<file path="config.mk">
export PLATFORM = sky130hd
export DESIGN_NAME = vga_line_buf
export DESIGN_NICKNAME = d
export VERILOG_FILES = /design/src/rtl/vga_pkg.sv /design/src/rtl/vga_byte_packer.sv /design/src/rtl/vga_line_buf.sv
export SDC_FILE = /design/constraint.sdc
export NUM_CORES = 1
export LEC_CHECK = 0
export CAP_MARGIN = 20
export CORE_MARGIN = 2
export CORE_UTILIZATION = 24
export CTS_BUF_LIST = sky130_fd_sc_hd__clkbuf_8
export DETAILED_ROUTE_END_ITERATION = 10
export DONT_BUFFER_PORTS = 1
export GPL_ROUTABILITY_DRIVEN = 0
export GPL_TIMING_DRIVEN = 0
export PLACE_DENSITY = 0.43
export SETUP_SLACK_MARGIN = 0.2
export SKIP_CTS_REPAIR_TIMING = 1
export SYNTH_ARGS = -nofsm -noshare
export SYNTH_HDL_FRONTEND = slang
export SYNTH_SLANG_ARGS = --single-unit
</file>
<file path="constraint.sdc">
create_clock -name clk_sys -period 3.8 [get_ports clk_sys]
set_clock_uncertainty 0.15 [all_clocks]
set_input_delay 1.14 -clock clk_sys [delete_from_list [all_inputs] [get_ports clk_sys]]
set_output_delay 1.14 -clock clk_sys [all_outputs]
set_load 0.01 [all_outputs]
</file>
<file path="src/rtl/vga_pkg.sv">
// Shared types and helpers for the camera-to-VGA line capture buffer.
package vga_pkg;

  typedef enum logic [1:0] {
    ST_IDLE,
    ST_WAIT_LINE,
    ST_CAPTURE,
    ST_DONE
  } cap_state_e;

  localparam int VGA_H_BYTES = 1280;
  localparam int VGA_V_LINES = 480;

  function automatic int clog2(input int v);
    int r;
    r = 0;
    for (int i = 0; i < 31; i++)
      if ((1 << i) < v) r = i + 1;
    return r;
  endfunction

endpackage

</file>
<file path="src/rtl/vga_byte_packer.sv">
// Packs camera bytes MSB-first into BYTES_PER_WORD-byte words; the byte
// counter restarts on every first byte of a line, so partial words are dropped.
module vga_byte_packer
  import vga_pkg::*;
#(
  parameter int BYTES_PER_WORD = 2
) (
  input  logic                        clk_sys,
  input  logic                        rst_n,
  input  logic                        i_cap,
  input  logic                        i_sol,
  input  logic [7:0]                  i_byte,
  output logic [8*BYTES_PER_WORD-1:0] o_word,
  output logic                        o_word_vld
);

  localparam int CW = (clog2(BYTES_PER_WORD) < 1) ? 1 : clog2(BYTES_PER_WORD);

  logic [CW-1:0] r_cnt;
  logic [CW-1:0] w_cnt_eff;

  // The line-start byte is always byte 0 of a fresh word.
  assign w_cnt_eff  = i_sol ? '0 : r_cnt;
  assign o_word_vld = i_cap && (w_cnt_eff == CW'(BYTES_PER_WORD - 1));

  always_ff @(posedge clk_sys or negedge rst_n) begin
    if (!rst_n)     r_cnt <= '0;
    else if (i_cap) r_cnt <= o_word_vld ? '0 : w_cnt_eff + CW'(1);
    else if (i_sol) r_cnt <= '0;
  end

  generate
    if (BYTES_PER_WORD == 1) begin : g_single
      assign o_word = i_byte;
    end else begin : g_shift
      logic [8*(BYTES_PER_WORD-1)-1:0] r_sr;
      assign o_word = {r_sr, i_byte};
      always_ff @(posedge clk_sys or negedge rst_n) begin
        if (!rst_n)     r_sr <= '0;
        else if (i_cap) r_sr <= o_word[8*(BYTES_PER_WORD-1)-1:0];
      end
    end
  endgenerate

endmodule

</file>
<file path="src/rtl/vga_line_buf.sv">
// Captures a NUM_LINES window of camera lines into the VGA line RAM.
// Define VGA_LINE_BUF_PINGPONG_EN to alternate windows between two RAM banks.
module vga_line_buf
  import vga_pkg::*;
#(
  parameter int BYTES_PER_WORD = 2,
  parameter int WORDS_PER_LINE = VGA_H_BYTES / 2,
  parameter int NUM_LINES      = 4,
  parameter int ADDR_W         = 12
) (
  input  logic                        clk_sys,
  input  logic                        rst_n,
  input  logic [15:0]                 num_line,
  input  logic [15:0]                 num_pclk,
  input  logic [7:0]                  data_pclk,
  input  logic                        data_vld,
  input  logic                        cap_en,
  input  logic [15:0]                 line_start,
  output logic [8*BYTES_PER_WORD-1:0] ram_wdata,
  output logic [ADDR_W-1:0]           ram_waddr,
  output logic                        ram_wren,
  output logic                        cap_busy,
  output logic                        cap_done,
  output logic                        cap_bank
);

  cap_state_e r_state, w_state_nxt;

  logic [15:0]                 r_ls, r_end, r_widx;
  logic [16:0]                 w_end_sum;
  logic [15:0]                 w_end_sat, w_idx_eff;
  logic                        w_sol, w_in_win, w_cap, w_arm, w_idx_ok;
  logic [8*BYTES_PER_WORD-1:0] w_word;
  logic                        w_word_vld;
  logic [ADDR_W-1:0]           w_base, w_waddr;

  assign w_sol     = data_vld && (num_pclk == 16'd0);
  assign w_in_win  = (num_line >= r_ls) && (num_line <= r_end);
  assign w_end_sum = {1'b0, line_start} + 17'(NUM_LINES - 1);
  assign w_end_sat = w_end_sum[16] ? 16'hFFFF : w_end_sum[15:0];

  always_comb begin
    w_state_nxt = r_state;
    w_cap       = 1'b0;
    w_arm       = 1'b0;
    case (r_state)
      ST_IDLE: begin
        if (cap_en) begin
          w_state_nxt = ST_WAIT_LINE;
          w_arm       = 1'b1;
        end
      end
      ST_WAIT_LINE: begin
        if (!cap_en) begin
          w_state_nxt = ST_IDLE;
        end else if (w_sol && (num_line == r_ls)) begin
          w_state_nxt = ST_CAPTURE;
          w_cap       = 1'b1;
        end
      end
      ST_CAPTURE: begin
        // Leaving the window either way (past the end or frame wrap) closes it.
        if (data_vld) begin
          if (w_in_win) w_cap = 1'b1;
          else          w_state_nxt = ST_DONE;
        end
      end
      ST_DONE:  w_state_nxt = cap_en ? ST_WAIT_LINE : ST_IDLE;
      default:  w_state_nxt = ST_IDLE;
    endcase
  end

  always_ff @(posedge clk_sys or negedge rst_n) begin
    if (!rst_n) begin
      r_state <= ST_IDLE;
      r_ls    <= '0;
      r_end   <= '0;
    end else begin
      r_state <= w_state_nxt;
      if (w_arm) begin
        r_ls  <= line_start;
        r_end <= w_end_sat;
      end
    end
  end

  assign cap_busy = (r_state == ST_WAIT_LINE) || (r_state == ST_CAPTURE);
  assign cap_done = (r_state == ST_DONE);

  vga_byte_packer #(
    .BYTES_PER_WORD(BYTES_PER_WORD)
  ) u_packer (
    .clk_sys   (clk_sys),
    .rst_n     (rst_n),
    .i_cap     (w_cap),
    .i_sol     (w_sol),
    .i_byte    (data_pclk),
    .o_word    (w_word),
    .o_word_vld(w_word_vld)
  );

  // Word index saturates at WORDS_PER_LINE so overlong lines stay suppressed.
  assign w_idx_eff = w_sol ? 16'd0 : r_widx;
  assign w_idx_ok  = 32'(w_idx_eff) < WORDS_PER_LINE;
  assign w_base    = ADDR_W'(32'(num_line - r_ls) * WORDS_PER_LINE + 32'(w_idx_eff));

  always_ff @(posedge clk_sys or negedge rst_n) begin
    if (!rst_n)                        r_widx <= '0;
    else if (w_sol)                    r_widx <= w_word_vld ? 16'd1 : 16'd0;
    else if (w_word_vld && w_idx_ok)   r_widx <= r_widx + 16'd1;
  end

`ifdef VGA_LINE_BUF_PINGPONG_EN
  logic r_wr_bank, r_cap_bank, w_close;

  assign w_close  = (r_state == ST_CAPTURE) && data_vld && !w_in_win;
  assign w_waddr  = {r_wr_bank, w_base[ADDR_W-2:0]};
  assign cap_bank = r_cap_bank;

  always_ff @(posedge clk_sys or negedge rst_n) begin
    if (!rst_n) begin
      r_wr_bank  <= 1'b0;
      r_cap_bank <= 1'b0;
    end else if (w_close) begin
      r_cap_bank <= r_wr_bank;
      r_wr_bank  <= ~r_wr_bank;
    end
  end
`else
  assign w_waddr  = w_base;
  assign cap_bank = 1'b0;
`endif

  always_ff @(posedge clk_sys or negedge rst_n) begin
    if (!rst_n) begin
      ram_wren  <= 1'b0;
      ram_wdata <= '0;
      ram_waddr <= '0;
    end else begin
      ram_wren <= w_word_vld && w_idx_ok;
      if (w_word_vld && w_idx_ok) begin
        ram_wdata <= w_word;
        ram_waddr <= w_waddr;
      end
    end
  end

endmodule

</file>
# Word-level counts from Yosys, hierarchy flattened
# Cells that the tools add are included.
op_classes:
  add_sub_neg: 5
  n_mul: 1
  div_mod_pow: 0
  n_lt_le_gt_ge: 3
  eq_ne: 8
  shifts: 0
  n_mux: 22
  bitwise_logic: 0
  reduce_logical: 10
ops:
  columns: ["op", "count"]
  rows:
  - ["two-way mux 16 bit", 4]
  - ["multiplier 32 x 3 -> 5 bit, second input constant", 1]
  - ["adder 16 x 2 -> 17 bit, second input constant", 1]
  - ["subtractor 16 x 16 -> 17 bit", 1]
  - ["adder 16 x 1 -> 16 bit, second input constant", 1]
  - ["== test 16 bit", 1]
  - ["greater-or-equal comparator 16 bit", 1]
  - ["<= comparator 16 bit", 1]
  - ["zero test 16 bit", 1]
  - ["less-than comparator 16 x 10 -> 1 bit, second input constant", 1]
  - ["adder 12 bit", 1]
  - ["two-way mux 1 bit", 11]
  - ["two-way mux 2 bit", 5]
  - ["one-hot mux 2 bit (4 select lines)", 1]
  - ["inequality test 2 bit, second input constant", 3]
  - ["logical AND 1 bit", 5]
  - ["== test 2 bit, second input constant", 2]
  - ["AND reduction 4 bit", 1]
  - ["inequality test 3 bit, second input constant", 1]
  - ["== test 2 x 1 -> 1 bit, second input constant", 1]
  - ["zero test 2 bit", 1]
  - ["one-hot mux 1 bit (2 select lines)", 1]
  - ["nonzero test 2 bit", 1]
  - ["adder 1 bit, second input constant", 1]
  - ["logical OR 1 bit", 1]
totals:
  ff_bits: 88
  latchBits: 0
  mem_bits_rw: 0
  mem_bits_ro: 0
  inputBits: 60
  output_inout_bits: 32
  memories: 0

# Longest topological paths before layout
# Gate-level depths: netlist of the first run.
depth:
  depth_word: 10
  depth_mapped: 17

# Hierarchy
# From an unflattened synthesis of the first run, not the netlist that was laid out.
unflattened:
  hier_cells: 529
  hier_area_um2: 5011.1
modules_own_cells:
  columns: ["mod", "n_inst", "cells_per_inst", "area_per_inst_um2", "seq_area_each_um2"]
  rows:
  - ["vga_line_buf", 1, 501, 4575.6, 1976.9]
  - ["vga_byte_packer", 1, 28, 435.4, 225.2]

# Least setup slack after synthesis of the first run
# Ideal clock, no wire load.
synth_path:
  path_kind: "input to register"
  from: "input num_pclk[8]"
  to: "register ram_waddr[11]"
  arrival_time_ps: 3627
  required_ps: 3514
  path_slack_ps: -113
  cell_stages: 13
  path_cell_list: "nor4_1 nand3_2 or2_2 clkbuf_1 clkbuf_1 and2_1 ha_1 fa_1 a21o_1 a21oi_1 xnor2_1 xnor2_1 o21ai_0"
synth_between:
  elab_chain_cells: 8
synth_lines:
  columns: ["element", "line_no", "text"]
  rows:
  - ["start, declared", "vga_line_buf.sv:14", "input logic [15:0] num_pclk,"]
  - ["zero test 16 bit *", "vga_line_buf.sv:37", "assign w_sol = data_vld && (num_pclk == 16'd0);"]
  - ["logical AND 1 bit *", "vga_line_buf.sv:37", null]
  - ["branches (longest 6 deep; another with less-than comparator 16 x 10 -> 1 bit)", null, null]
  - ["end signal, assigned", "vga_line_buf.sv:143", "ram_waddr <= w_waddr;"]
  - ["end, declared", "vga_line_buf.sv:20", "output logic [ADDR_W-1:0] ram_waddr,"]
# Every way passes the cells marked *.
# A chain may end at the register's enable or synchronous reset.

# Worst setup path in the final report of the first run
layout_path:
  from: "input num_pclk[12]"
  to: "register ram_waddr[11]"
# Same word-level chain as after synthesis.

==> results of run 1 <==
-- cell usage in the layout, fill, tap and decap left out, drive strengths merged, types with 11 or more instances in the layout --
master  count
nand2     111
dfrtp      88
ha         47
inv        46
nand3      35
o21ai      33
nor2       22
clkbuf     22
a22oi      19
a21oi      15
xor2       14
buf        14
and2       13
nand4      12
xnor2      11
-- logic make-up (layout without fill, tap and decap cells) --
| family | count (synthesis) | count (layout) | synth area share |
|---|---|---|---|
| mux | 2 | 2 | 0.00397 |
| buf+inv | 59 | 84 | 0.0501 |
| compound gates | 94 | 94 | 0.119 |
| xor+xnor | 25 | 25 | 0.0434 |
| simple gates | 227 | 227 | 0.222 |
| flops | 88 | 88 | 0.436 |
| other cells | 1 | 1 | 0.000743 |
| fa+ha+maj | 49 | 49 | 0.124 |
-- path summary, 6_finish.rpt --
check | start | endpoint | slack [ns]
worst min-delay path | rst_n | r_ls[5] | 0.31
min in group clk_sys | r_widx[15] | r_widx[15] | 0.35
worst max register to register | r_end[13] | r_widx[5] | 0.57
worst max-delay path | num_pclk[12] | ram_waddr[11] | 0.23
max in group asynchronous | rst_n | r_widx[3] | 3.02
worst min register to register | r_widx[15] | r_widx[15] | 0.35
-- report_power, final --
| group | leakage (uW) | internal, uW | switching [uW] | total (uW) |
|---|---|---|---|---|
| logic | 0.00150 | 633 | 811 | 1440 |
| clock network | 0.000103 | 318 | 391 | 710 |
| registers | 0.00111 | 1160 | 119 | 1280 |
| total | 0.00272 | 2110 | 1320 | 3430 |
-- cell type report --
type                       count  area, sq um  share of cell area
clock buffer                   9          124              0.0207
multi-input combinational    398         2830               0.473
sequential                    88         2200               0.369
tap                          275          344              0.0576
timing repair buffer           9          103              0.0172
inverter                      41          156              0.0262
clock inverter                 7         83.8              0.0140
buffer                        18          134              0.0224
-- flip-flops by register name, summed over array words and instances (netlist names), named ones only --
name and flops:
ram_waddr 12, u_packer.g_shift.r_sr 8, r_ls 16, r_widx 16, ram_wren 1, r_end 16
u_packer.r_cnt 1, r_state 1, ram_wdata 16
-- metrics by stage --
step	utilization	instance area, sq um	hold slack [ns]	total power [uW]
global placement	0.268	5580	0.319	2680
CTS	0.278	5790	0.277	3450
floorplan	-	5240	0.299	2370
detailed placement	0.268	5580	0.322	2720
finish	0.287	5970	0.307	3430
global route	0.287	5970	0.264	3750
-- critical path: cells and delay by family --
kind / cells / cell delay, ns
simple gates: 4 / 0.93
fa+ha+maj: 2 / 0.56
compound gates: 3 / 0.39
buf+inv: 2 / 0.34
xor+xnor: 2 / 0.30
-- routing by layer --
metal	vias to the layer above	global-route usage	wire length (um)
li1	1905	-	-
met1	1880	0.160	6000
met2	77	0.211	6780
met3	7	0.0419	912
met4	0	0.0329	133
met5	-	0	0
==> summary.md, run 1 <==
| Metric | Value |
|---|---|
| Crit. End Element | `register` |
| Least-Margin Pin Slew | `0.660 ns` |
| Commonest cells in the netlist | `nand2_1, dfrtp_1, ha_1, inv_1, nand3_1` |
| Detailed Route WL | `13800 um` |
| Skew-Pair Late Insertion Delay | `0.37 ns` |
| Drt pass-1 iters | `5` |
| Yosys top cell by area | `dfrtp_1` |
| CP startpoint kind | `input pin` |
| Syn avg cell area | `9.26 sq um` |
| WP data required | `3.90 ns` |
| Wire length of the first global-routing pass | `21900 um` |
| Clock transition at the registers of the reported paths | `0.10 ns` |
| CP Max Fanout | `10` |
| DRC | `0` |
| Mapped Nets | `654` |
| Post-Syn Instances | `545` |
| Total number of vias | `3869` |
| Slowest CP cell | `fa_2` |
| Cell mode on critical path | `xnor2_1` |
| Top_reg_cell synth | `dfrtp_1` |
| Leakage | `0.00272 uW` |
| Max-slew headroom at the worst pin | `0.554` |
| DR WL/cell | `16.4 um` |
| Pre-CTS WS | `-0.425 ns` |
| Synth cell types | `56` |
| Longest Clk Path Bufs | `2` |
| Maximum VDD drop | `0.210 mV` |
| Io pins | `92` |
| Setup ws final | `0.234 ns` |
| HPWL after DPL | `10400 um` |
| Initial antenna violation count | `0` |
| Post-route insts no fill | `845` |
| Core area | `20800 sq um` |
| Initial Utilization | `0.242` |
| Cell with the most instances after synthesis | `nand2_1` |
| Port bufs | `0` |
| Post-route ant nets | `0` |
| Global route overflow | `0` |
| Synth area leaders | `dfrtp_1, ha_1, nand2_1` |
| Power Density | `574 nW/um^2` |
| Top cell type's share of synthesized area | `0.436` |
| DRT iter0 DRCs | `299` |
| Die H | `149 um` |
| Final Setup Violations | `0` |
| Final hold violations | `0` |
| Post-synth EDFFs | `0` |
| Final net count | `674` |
| Num rows | `53` |
| Asr flop ratio synth | `1.00` |
| Total CTS buffers | `9` |
| Largest net degree at the start of global routing | `89` |
| Crit path cell chain | `nor3_1, nand3_2, or2_4, buf_4, clkbuf_8, and2_1, ha_2, fa_2, a21o_1, a21oi_2, xnor2_1, xnor2_1, o21ai_1` |
| CTS tree | `built` |
| Root Driver | `clkbuf_8` |
| H-tree depth | `3` |
| Slew Limit Fails | `0` |
| Area grow syn2layout | `18.3%` |
| Fin Setup TNS | `0 ns` |
| Die area | `22200 sq um` |
| Clock Sink Count | `88` |
| Crit Path Class | `in2reg` |
| Die X | `149 um` |
| Tcrit/Tclk final | `0.938` |
| Dpl cells | `820` |
| Outcome | `finished clean` |
| Antenna diodes | `0` |
| Sequential-to-total area share from yosys stat | `0.436` |
| Max-Cap Viols | `0` |
| Synthesis Warnings | `0` |
| Vias in the first global route | `3968` |
| Layout fillers | `2190` |
| Slowest stage delay, CP | `0.37 ns` |
| Fin crit period | `3.57 ns` |
| Critical Path AT | `3.66 ns` |
| Number of synthesized register bits | `88` |
| Layout cell share with drive strength beyond 1 | `0.126` |
| GRT Resource Usage Total | `0.127` |
| Post-Syn Area | `5050 sq um` |
| Min-delay worst type | `in2async` |
| Number of cells on the worst reg-to-reg path | `16` |
| RSZ-0062 raised after global routing | `yes` |
| DR vias/cell | `4.58` |
| Fmax | `280 MHz` |
No activity file was read; power rests on OpenSTA's default activity.
==> run 2: changes to the inputs <==
--- a/config.mk
+++ b/config.mk
@@ -13,7 +13,7 @@
 export DONT_BUFFER_PORTS = 1
 export GPL_ROUTABILITY_DRIVEN = 0
 export GPL_TIMING_DRIVEN = 0
-export PLACE_DENSITY = 0.43
+export PLACE_DENSITY = 0.4
 export SETUP_SLACK_MARGIN = 0.2
 export SKIP_CTS_REPAIR_TIMING = 1
 export SYNTH_ARGS = -nofsm -noshare
==> summary.md, run 2 (same netlist as run 1, synthesis figures left out) <==
| Metric | Value |
|---|---|
| Commonest non-fill, non-tap cells in the layout | `nand2_1, dfrtp_1, inv_1` |
| Least-Margin Pin Slew | `0.688 ns` |
| Hold Slack | `0.303 ns` |
| GRT Resource Usage Total | `0.129` |
| Die X | `149 um` |
| Maximum VDD drop | `0.148 mV` |
| CP top delay family | `simple AND/OR/NAND/NOR gates` |
| H-tree depth | `3` |
| Num rows | `53` |
| Max-Cap Viols | `0` |
| Fmax | `285 MHz` |
| Total CTS buffers | `9` |
| Cell depth of the worst setup path | `16` |
| DRC | `0` |
| Io pins | `92` |
| Min-delay worst type | `in2async` |
| Longest Clk Path Bufs | `2` |
| Tcrit/Tclk final | `0.924` |
| Crit Path Class | `in2reg` |
| Antenna diodes | `0` |
| Power Density | `563 nW/um^2` |
| Die area | `22200 sq um` |
| Clock Sink Count | `88` |
| Layout fillers | `2195` |
| Post-route ant nets | `0` |
| Area grow syn2layout | `18.1%` |
| Final hold violations | `0` |
| Register area | `2200 sq um` |
| Crit path cell chain | `ha_4, nand4_1, buf_4, a211oi_4, or4_4, a32oi_4, buf_6, nand2_4, a21oi_4, ha_4, o21ai_4, inv_2, buf_6, nand4_1, xor2_1, nor2_1` |
| Wire length of the first global-routing pass | `22000 um` |
| Reg-to-reg startpoint | `r_end[15]` |
| Clock transition at the registers of the reported paths | `0.09 ns` |
| Initial Utilization | `0.242` |
| DR vias/cell | `4.54` |
| Die H | `149 um` |
| Final Setup Violations | `0` |
| Area occupied by multi-input gates | `2870 sq um` |
| Final core utilization | `0.286` |
| Largest net degree at the start of global routing | `89` |
| Number of cells on the worst reg-to-reg path | `17` |
| Skew-Pair Late Insertion Delay | `0.38 ns` |
| Worst Setup SP | `num_line[15]` |
| Fin Setup TNS | `0 ns` |
| Slew Limit Fails | `0` |
| Total number of vias | `3853` |
| Outcome | `finished clean` |
| Max-slew headroom at the worst pin | `0.535` |
| Vias in the first global route | `3912` |
| Leakage | `0.00270 uW` |
| Worst Path Buf+Inv | `4` |
| Slowest stage delay, CP | `0.53 ns` |
| Layout cell share with drive strength beyond 1 | `0.138` |
| Crit. End Element | `register` |
| Core area | `20800 sq um` |
| CTS tree | `built` |
| Critical Path AT | `3.61 ns` |
| Drt pass-1 iters | `4` |
| Global route overflow | `0` |
| Fin crit period | `3.51 ns` |
| R2R Path End | `r_widx[8]` |
| Initial antenna violation count | `0` |
| CP startpoint kind | `input pin` |
| Root Driver | `clkbuf_8` |
| DRT iter0 DRCs | `180` |
| Port bufs | `0` |
| Most common cell after layout, fill and taps aside | `nand2_1` |
| Detailed Route WL | `13800 um` |
| RSZ-0062 raised after global routing | `no` |
| DR WL/cell | `16.2 um` |
| Worst setup endpoint | `r_widx[8]` |
| CP Max Fanout | `8` |
| Slowest CP cell | `or4_4` |
| HPWL after DPL | `10300 um` |
| WP data required | `3.90 ns` |
| Final net count | `677` |
| Worst R2R Setup Slack | `0.59 ns` |
## run 2: cell types whose count changed in the layout (fill, tap and decap cells not counted), moves of 2 or more
| cell | change |
|---|---|
| buf_4 | +3 |
| buf_8 | -2 |
| inv_6 | -3 |
| clkbuf_16 | -2 |
| buf_6 | +2 |
| a211oi_1 | -2 |
| clkinvlp_4 | +2 |
## run 2: worst min path at each step
| stage | startpoint | to | slack [ns] |
|---|---|---|---|
| 2_1_floorplan | r_end[15] | r_end[15] | 0.30 |
| 6_report | rst_n | r_ls[8] | 0.30 |
| 3_3_place_gp | r_widx[15] | r_widx[15] | 0.32 |
| 3_5_place_dp | r_widx[13] | r_widx[13] | 0.32 |
| 5_1_grt | rst_n | r_ls[6] | 0.27 |
| 4_1_cts | rst_n | r_widx[6] | 0.27 |
## run 2: stage by stage
| step | instances | setup slack [ns] | area [sq um] | total power [uW] |
|---|---|---|---|---|
| 2_1_floorplan | 545 | 0.0281 | 5240 | 2370 |
| 3_3_place_gp | 820 | -0.453 | 5580 | 2680 |
| 3_5_place_dp | 820 | -0.473 | 5580 | 2710 |
| 4_1_cts | 836 | -0.0676 | 5760 | 3370 |
| 5_1_grt | 848 | 0.205 | 5960 | 3690 |
| 6_report | 848 | 0.288 | 5960 | 3360 |
## run 2: routing by layer
metal | up-vias | part of all wire | GRT usage
li1 | 1909 | - | -
met1 | 1861 | 0.46 | 0.172
met2 | 75 | 0.47 | 0.201
met3 | 8 | 0.063 | 0.0407
met4 | 0 | 0.0073 | 0.0357
met5 | - | 0 | 0
## run 2: worst register-to-register path, cell delays in order (launching register included)
cell and delay (ns):
dfrtp_1 0.39, inv_1 0.10, ha_4 0.21, nand4_1 0.17, buf_4 0.17, a211oi_4 0.04
or4_4 0.53, a32oi_4 0.22, buf_6 0.15, nand2_4 0.04, a21oi_4 0.13, ha_4 0.18
o21ai_4 0.10, inv_2 0.11, buf_6 0.11, nand4_1 0.09, xor2_1 0.15, nor2_1 0.05
## run 2: layout make-up
class,instances,share of cell area
multi-input cells,398,0.481
flip-flops and latches,88,0.369
well taps,275,0.0577
inverters,41,0.0258
clock buffers,10,0.0231
plain buffers,18,0.0206
repair buffers,12,0.0153
clock inverters,6,0.00735
## run 2: report_power, final
| group | switching, uW | internal, uW |
|---|---|---|
| Clock | 375 | 257 |
| Combinational | 816 | 641 |
| Sequential | 111 | 1160 |
